**config.mk**
```make
export PLATFORM = sky130hd
export DESIGN_NAME = muldiv_unit_flat
export DESIGN_NICKNAME = d
export VERILOG_FILES = /design/src/rtl/muldiv_unit_pkg.sv /design/src/rtl/muldiv_unit_if.sv /design/src/rtl/muldiv_unit_iter_core.sv /design/src/rtl/muldiv_unit.sv /design/src/flat_wrapper.sv
export SDC_FILE = /design/constraint.sdc
export NUM_CORES = 1
export LEC_CHECK = 0
export CORE_UTILIZATION = 48
export DETAILED_ROUTE_END_ITERATION = 12
export PLACE_DENSITY = 0.69
export SLEW_MARGIN = 15
export SYNTH_ARGS = -nofsm -noshare
export SYNTH_HDL_FRONTEND = slang
export SYNTH_SLANG_ARGS = --single-unit
```
**constraint.sdc**
```tcl
create_clock -name clk -period 3.79 [get_ports clk]
set_input_delay 0.5685 -clock clk [delete_from_list [all_inputs] [get_ports clk]]
set_output_delay 0.5685 -clock clk [all_outputs]
set_load 0.03 [all_outputs]
```
**src/rtl/muldiv_unit_pkg.sv**
```systemverilog
// Shared constants for the multiply/divide unit: op and state encodings, default width.
// Optional build macro MULDIV_FAST_MUL_EN selects the single-cycle multiplier.
package muldiv_unit_pkg;

  localparam int unsigned MULDIV_WORD_WIDTH = 32;

  localparam logic [2:0] MULDIV_OP_MULT  = 3'b000;
  localparam logic [2:0] MULDIV_OP_MULTU = 3'b001;
  localparam logic [2:0] MULDIV_OP_DIV   = 3'b010;
  localparam logic [2:0] MULDIV_OP_DIVU  = 3'b011;
  localparam logic [2:0] MULDIV_OP_MTHI  = 3'b100;
  localparam logic [2:0] MULDIV_OP_MTLO  = 3'b101;

  localparam logic [1:0] MULDIV_S_IDLE = 2'd0;
  localparam logic [1:0] MULDIV_S_RUN  = 2'd1;
  localparam logic [1:0] MULDIV_S_FIX  = 2'd2;

  // Only meaningful for the four mul/div encodings: even codes are the signed ops.
  function automatic logic op_is_signed(input logic [2:0] op);
    return ~op[0];
  endfunction

endpackage

```
**src/rtl/muldiv_unit_if.sv**
```systemverilog
// Issue/result bundle between the execute stage and the multiply/divide unit.
// Build macro MULDIV_FAST_MUL_EN does not change this interface.
interface muldiv_unit_if
  import muldiv_unit_pkg::*;
#(
  parameter int unsigned WORD_WIDTH = MULDIV_WORD_WIDTH
);
  logic                  start;
  logic [2:0]            op;
  logic [WORD_WIDTH-1:0] opA;
  logic [WORD_WIDTH-1:0] opB;
  logic                  busy;
  logic                  done;
  logic [WORD_WIDTH-1:0] hi;
  logic [WORD_WIDTH-1:0] lo;

  modport master (output start, op, opA, opB, input busy, done, hi, lo);
  modport slave  (input start, op, opA, opB, output busy, done, hi, lo);
endinterface

```
**src/rtl/muldiv_unit_iter_core.sv**
```systemverilog
// Iteration datapath: shift-add multiply / restoring divide on unsigned magnitudes.
// With MULDIV_FAST_MUL_EN defined, a multiply load writes the full product at once.
module muldiv_iter_core
  import muldiv_unit_pkg::*;
#(
  parameter int unsigned WORD_WIDTH = MULDIV_WORD_WIDTH
) (
  input  logic                    clk,
  input  logic                    rst,
  input  logic                    load_i,
  input  logic                    en_i,
  input  logic                    is_div_i,
  input  logic [WORD_WIDTH-1:0]   a_i,
  input  logic [WORD_WIDTH-1:0]   b_i,
  output logic [2*WORD_WIDTH-1:0] acc_o,
  output logic                    last_o
);

  localparam int unsigned CntW = (WORD_WIDTH > 1) ? $clog2(WORD_WIDTH) : 1;

  logic [2*WORD_WIDTH-1:0] acc_q, acc_d;
  logic [WORD_WIDTH-1:0]   b_q, b_d;
  logic [CntW-1:0]         cnt_q, cnt_d;
  logic [WORD_WIDTH:0]     mul_sum;
  logic [WORD_WIDTH:0]     div_trial;

  // acc holds {partial product, multiplier} or {partial remainder, dividend/quotient}.
  always_comb begin
    acc_d     = acc_q;
    b_d       = b_q;
    cnt_d     = cnt_q;
    mul_sum   = {1'b0, acc_q[2*WORD_WIDTH-1:WORD_WIDTH]} +
                {1'b0, (acc_q[0] ? b_q : {WORD_WIDTH{1'b0}})};
    div_trial = acc_q[2*WORD_WIDTH-1:WORD_WIDTH-1] - {1'b0, b_q};
    if (load_i) begin
      b_d   = b_i;
      cnt_d = '0;
`ifdef MULDIV_FAST_MUL_EN
      acc_d = is_div_i ? {{WORD_WIDTH{1'b0}}, a_i}
                       : ({{WORD_WIDTH{1'b0}}, a_i} * {{WORD_WIDTH{1'b0}}, b_i});
`else
      acc_d = {{WORD_WIDTH{1'b0}}, a_i};
`endif
    end else if (en_i) begin
      cnt_d = cnt_q + 1'b1;
      if (is_div_i) begin
        if (!div_trial[WORD_WIDTH]) begin
          acc_d = {div_trial[WORD_WIDTH-1:0], acc_q[WORD_WIDTH-2:0], 1'b1};
        end else begin
          acc_d = {acc_q[2*WORD_WIDTH-2:0], 1'b0};
        end
      end else begin
        acc_d = {mul_sum, acc_q[WORD_WIDTH-1:1]};
      end
    end
  end

  always_ff @(posedge clk) begin
    if (rst) begin
      acc_q <= '0;
      b_q   <= '0;
      cnt_q <= '0;
    end else begin
      acc_q <= acc_d;
      b_q   <= b_d;
      cnt_q <= cnt_d;
    end
  end

  assign acc_o  = acc_q;
  assign last_o = (cnt_q == CntW'(WORD_WIDTH - 1));

endmodule

```
**src/rtl/muldiv_unit.sv**
```systemverilog
// MIPS HI/LO multiply/divide unit: FSM, sign handling, divide-by-zero bypass, MTHI/MTLO.
// Build macro MULDIV_FAST_MUL_EN: multiplies skip RUN and complete via FIX in two cycles.
module muldiv_unit
  import muldiv_unit_pkg::*;
#(
  parameter int unsigned WORD_WIDTH = MULDIV_WORD_WIDTH
) (
  input logic           clk,
  input logic           rst,
  muldiv_unit_if.slave  bus
);

  logic [1:0]              state_q, state_d;
  logic [WORD_WIDTH-1:0]   hi_q, hi_d, lo_q, lo_d;
  logic                    done_q, done_d;
  logic                    is_div_q, is_div_d;
  logic                    neg_q, neg_d;
  logic                    rem_neg_q, rem_neg_d;
  logic                    dz_q, dz_d;

  logic                    signed_op, a_neg, b_neg;
  logic [WORD_WIDTH-1:0]   a_mag, b_mag;
  logic                    core_load, core_en, core_div, core_last;
  logic [2*WORD_WIDTH-1:0] core_acc;
  logic [WORD_WIDTH-1:0]   quot, rem;

  assign signed_op = op_is_signed(bus.op);
  assign a_neg     = signed_op & bus.opA[WORD_WIDTH-1];
  assign b_neg     = signed_op & bus.opB[WORD_WIDTH-1];
  assign a_mag     = a_neg ? -bus.opA : bus.opA;
  assign b_mag     = b_neg ? -bus.opB : bus.opB;
  assign quot      = core_acc[WORD_WIDTH-1:0];
  assign rem       = core_acc[2*WORD_WIDTH-1:WORD_WIDTH];

  always_comb begin
    state_d   = state_q;
    hi_d      = hi_q;
    lo_d      = lo_q;
    done_d    = 1'b0;
    is_div_d  = is_div_q;
    neg_d     = neg_q;
    rem_neg_d = rem_neg_q;
    dz_d      = dz_q;
    core_load = 1'b0;
    core_en   = 1'b0;
    core_div  = is_div_q;
    case (state_q)
      MULDIV_S_IDLE: begin
        if (bus.start) begin
          if (!bus.op[2]) begin
            core_load = 1'b1;
            core_div  = bus.op[1];
            is_div_d  = bus.op[1];
            neg_d     = a_neg ^ b_neg;
            rem_neg_d = a_neg;
            dz_d      = (bus.opB == '0);
`ifdef MULDIV_FAST_MUL_EN
            state_d   = bus.op[1] ? MULDIV_S_RUN : MULDIV_S_FIX;
`else
            state_d   = MULDIV_S_RUN;
`endif
          end else if (bus.op == MULDIV_OP_MTHI) begin
            hi_d = bus.opA;
          end else if (bus.op == MULDIV_OP_MTLO) begin
            lo_d = bus.opA;
          end
        end
      end
      MULDIV_S_RUN: begin
        core_en = 1'b1;
        if (core_last) state_d = MULDIV_S_FIX;
      end
      MULDIV_S_FIX: begin
        done_d  = 1'b1;
        state_d = MULDIV_S_IDLE;
        if (is_div_q) begin
          // Restoring divide by zero leaves quotient all-ones and remainder = |dividend|.
          lo_d = dz_q ? {WORD_WIDTH{1'b1}} : (neg_q ? -quot : quot);
          hi_d = rem_neg_q ? -rem : rem;
        end else begin
          {hi_d, lo_d} = neg_q ? -core_acc : core_acc;
        end
      end
      default: state_d = MULDIV_S_IDLE;
    endcase
  end

  always_ff @(posedge clk) begin
    if (rst) begin
      state_q   <= MULDIV_S_IDLE;
      hi_q      <= '0;
      lo_q      <= '0;
      done_q    <= 1'b0;
      is_div_q  <= 1'b0;
      neg_q     <= 1'b0;
      rem_neg_q <= 1'b0;
      dz_q      <= 1'b0;
    end else begin
      state_q   <= state_d;
      hi_q      <= hi_d;
      lo_q      <= lo_d;
      done_q    <= done_d;
      is_div_q  <= is_div_d;
      neg_q     <= neg_d;
      rem_neg_q <= rem_neg_d;
      dz_q      <= dz_d;
    end
  end

  muldiv_iter_core #(
    .WORD_WIDTH (WORD_WIDTH)
  ) u_core (
    .clk      (clk),
    .rst      (rst),
    .load_i   (core_load),
    .en_i     (core_en),
    .is_div_i (core_div),
    .a_i      (a_mag),
    .b_i      (b_mag),
    .acc_o    (core_acc),
    .last_o   (core_last)
  );

  assign bus.busy = (state_q != MULDIV_S_IDLE);
  assign bus.done = done_q;
  assign bus.hi   = hi_q;
  assign bus.lo   = lo_q;

endmodule

```
**src/flat_wrapper.sv**
```systemverilog
// flat-port wrapper written by rule: the top's interface ports become plain ports
module muldiv_unit_flat import muldiv_unit_pkg::*;
#(
  parameter int unsigned WORD_WIDTH = MULDIV_WORD_WIDTH
)
  (clk, rst, bus_start, bus_op, bus_opA, bus_opB, bus_busy, bus_done, bus_hi, bus_lo);
  muldiv_unit_if #(.WORD_WIDTH(WORD_WIDTH)) bus_i ();
  input logic clk;
  input logic rst;
  input wire logic [$bits(bus_i.start)-1:0] bus_start;
  input wire logic [$bits(bus_i.op)-1:0] bus_op;
  input wire logic [$bits(bus_i.opA)-1:0] bus_opA;
  input wire logic [$bits(bus_i.opB)-1:0] bus_opB;
  output wire logic [$bits(bus_i.busy)-1:0] bus_busy;
  output wire logic [$bits(bus_i.done)-1:0] bus_done;
  output wire logic [$bits(bus_i.hi)-1:0] bus_hi;
  output wire logic [$bits(bus_i.lo)-1:0] bus_lo;
  assign bus_i.start = bus_start;
  assign bus_i.op = bus_op;
  assign bus_i.opA = bus_opA;
  assign bus_i.opB = bus_opB;
  assign bus_busy = bus_i.busy;
  assign bus_done = bus_i.done;
  assign bus_hi = bus_i.hi;
  assign bus_lo = bus_i.lo;
  muldiv_unit #(.WORD_WIDTH(WORD_WIDTH)) u_core (.clk(clk), .rst(rst), .bus(bus_i));
endmodule
```
==> impl_metrics.toml <==
[run_status]
outcome = "finished clean"

[clock_tree]
h-tree-depth = 4
cts_buffer_depth = 2
clock_latency_ps = 450
cts.clk_slew.worst_paths_ps = 70
clock-sinks = 172
cts_tree = "yes"
cts_root_buf = "clkbuf_16"
ctsHoldBuffers = 0
cts_inserted_buffers = 17

[placed_design]
hpwlAfterDp_um = 38300
globalplace.congestion = 1.04
place_area_um2 = 15800
io_buffers = 135

[synth]
synth_edf_count = 0
ys_types = 77
syn_nets = 2015
synth.top_cells.by_area = "dfxtp_1 (25%), a21oi_1 (6.9%), nor2_1 (6.4%)"
synth_top_family_by_area = "compound AO/OA/AOI/OAI gates"
synthFlopType = "dfxtp_1"
yosys.area_share.simple = 0.205
synth_compound_area_frac = 0.291
netlist_instances = 1873
synth-seq-cells = 172
synthMuxAreaShare = 0.0330
yosysSeqAreaShare = 0.250
synth_xor_area_frac = 0.105
yosys.area.top_type = "dfxtp_1"
ys_warn_count = 0
yosys.area_share.adder = 0.0664
syn_area_um2 = 13800
synth.avg_cell_area_um2 = 7.36
synth_top_area_share = 0.250
async_flop_share = 0

[cells_and_area]
design_area_um2 = 16400
ff_latch_area_um2 = 3440
area_growth_pct = 19.1
diodes = 0
final_nets = 2133
multi_input_area_um2 = 9690
nFillCells = 2698
drive_gt1_frac = 0.0779

[timing]
slew_violations = 0
fin_skew_ps = 19.5
rsz0062_at_grt = "no"
finalCriticalPeriod_ps = 3640
worst_pin_slew_ps = 1020
max_freq_ghz = 0.274
timing.hold.ws_ps = 450
finalSetupViolCount = 0
timing.slew.headroom = 0.317
final-hold-violation-count = 0
timing.setup.tns_ps = 0
post-route-period-util = 0.962

[floorplanning]
start_util = 0.492
die_h_um = 172
die_w_um = 172
dieArea_um2 = 29400
num_rows = 61
fp.coreArea_um2 = 28000
io_pins = 136

[hold_path]
hold_path.class = "register to register"

[routing]
viasPerCell = 6.21
wl_um = 50400
drc = 0
first_pass_iters = 6
drtAntennaViolNets = 0
drt_iter0_drc = 1477
wl_per_cell_um = 21.2
vias = 14800

[global_route]
antenna_found_initial = 0
grt_pass1_wl_um = 77200
grt-ovfl-total = 0
grt_use_total = 0.345
grt_max_degree = 113
first_global_vias = 13500

[flow_run]
max_cap_viol_count = 0

[setup_path]
start_kind = "register"
required_ps = 4140
path_max_fanout = 7
criticalPathCategory = "register to register"
arrival_ps = 3990
cp-end-kind = "register"

[pwr]
power_per_cell_area_nw_per_um2 = 341
peakVddDrop_v = 0.000266
power_leakage_nw = 6.37
==> cells by family (layout without fill, tap and decap cells) <==
kind of cell / Yosys count / in the layout
buffers and inverters: 180 / 310
DFF: 172 / 172
adders and majority gates: 72 / 72
AOI/OAI and AO/OA: 621 / 621
muxes: 45 / 45
xor gates and xnor gates: 165 / 165
and+or+nand+nor: 618 / 618
==> per-stage QoR <==
step                setup WS (ps)  std cells  total power, mW  utilization
floorplan                     363       1873             3.10            -
global placement              241       2349             3.69        0.565
detailed placement           89.1       2349             3.70        0.565
CTS                          81.5       2380             5.55        0.586
global route                 47.7       2381             5.81        0.587
finish                        145       2381             5.60        0.587
==> critical path: stages (launching register included) <==
cell,delay (ps)
dfxtp_1,630
ha_1,340
nand4_1,150
a211oi_1,460
o211ai_1,210
a31oi_1,450
a31oi_1,250
o211ai_1,320
a21oi_1,140
xor2_1,170
o211a_1,230
a211oi_1,190
==> cells in the mapped netlist (all sizes together), types with 9 or more instances <==
cell    instances
o31ai          28
o21a           11
nor2          235
ha             70
nor2b          12
mux2i          41
o211ai         11
clkbuf        102
a211oi         91
xnor2          94
and3           14
buf            21
nor4           14
nand2b         14
a31oi          27
a21o           42
and2           11
or3            22
o41ai           9
a311oi         20
nand2         189
nor3           34
or2             9
inv            57
nand3          28
a21oi         190
nand4          13
dfxtp         172
xor2           71
o21ai         116
o221ai         19
or4             9
==> sequential cells by signal, indices dropped and copies added, names as in the netlist <==
signal / count
u_core.u_core.acc_o: 64
u_core.bus.hi: 32
u_core.bus.lo: 32
u_core.u_core.b_q: 32
u_core.u_core.cnt_q: 5
u_core.state_q: 2
u_core.bus.done: 1
u_core.dz_q: 1
u_core.is_div_q: 1
u_core.neg_q: 1
u_core.rem_neg_q: 1
==> area by class of cell <==
| cell class | count | area share |
|---|---|---|
| inverters | 57 | 0.0130 |
| clock buffers | 18 | 0.0267 |
| flip-flops and latches | 172 | 0.210 |
| clock inverters | 13 | 0.00944 |
| well taps | 378 | 0.0288 |
| multi-input cells | 1521 | 0.590 |
| repair buffers | 222 | 0.123 |
==> power by group <==
part | switching (mW) | internal, mW
Combinational | 1.04 | 0.687
Sequential | 0.0988 | 1.89
Clock | 0.875 | 1.00
==> path summary, 6_finish.rpt <==
kind                                 from                       to  slack, ps  cells after the start
setup / recovery  u_core.u_core.acc_o[38]  u_core.u_core.acc_o[59]        150                     11
hold reg to reg          u_core.bus.lo[3]         u_core.bus.lo[3]        450                      2
setup reg to reg  u_core.u_core.acc_o[38]  u_core.u_core.acc_o[59]        150                     11
hold / removal           u_core.bus.lo[3]         u_core.bus.lo[3]        450                      2
==> timing repair <==
action / in CTS / in global routing
buffers inserted: 0 / 1
gates resized for setup: 0 / 1
endpoints found under the setup margin: 0 / 6
==> placed cells by master, fill, tap and decap left out, types with 13 or more instances in the layout <==
master,Yosys,layout
or3_1,20,20
clkdlybuf4s50_1,0,134
a211oi_1,91,91
clkbuf_16,0,17
and3_1,14,14
mux2i_1,41,41
xnor2_1,94,93
nor2_1,234,234
nand4_1,13,13
nand3_1,28,28
a31oi_1,27,27
o21ai_0,113,113
a311oi_1,20,20
buf_4,0,87
o31ai_1,27,27
nand2_1,189,189
o221ai_1,19,19
nand2b_1,14,13
ha_1,70,70
xor2_1,71,70
a21oi_1,190,189
dfxtp_1,172,171
inv_1,57,57
a21o_1,42,42
nor3_1,34,34
==> routing by layer <==
layer  vias up  part of all wire  GRT usage  wire length (µm)
met4         0             0.047      0.164              2380
met3       133             0.081     0.0439              4090
met1      6890              0.42      0.454             21400
met5         -                 0          0                 0
li1       7007                 -          -                 -
met2       762              0.45      0.556             22500
No activity file was read; power rests on OpenSTA's default activity.
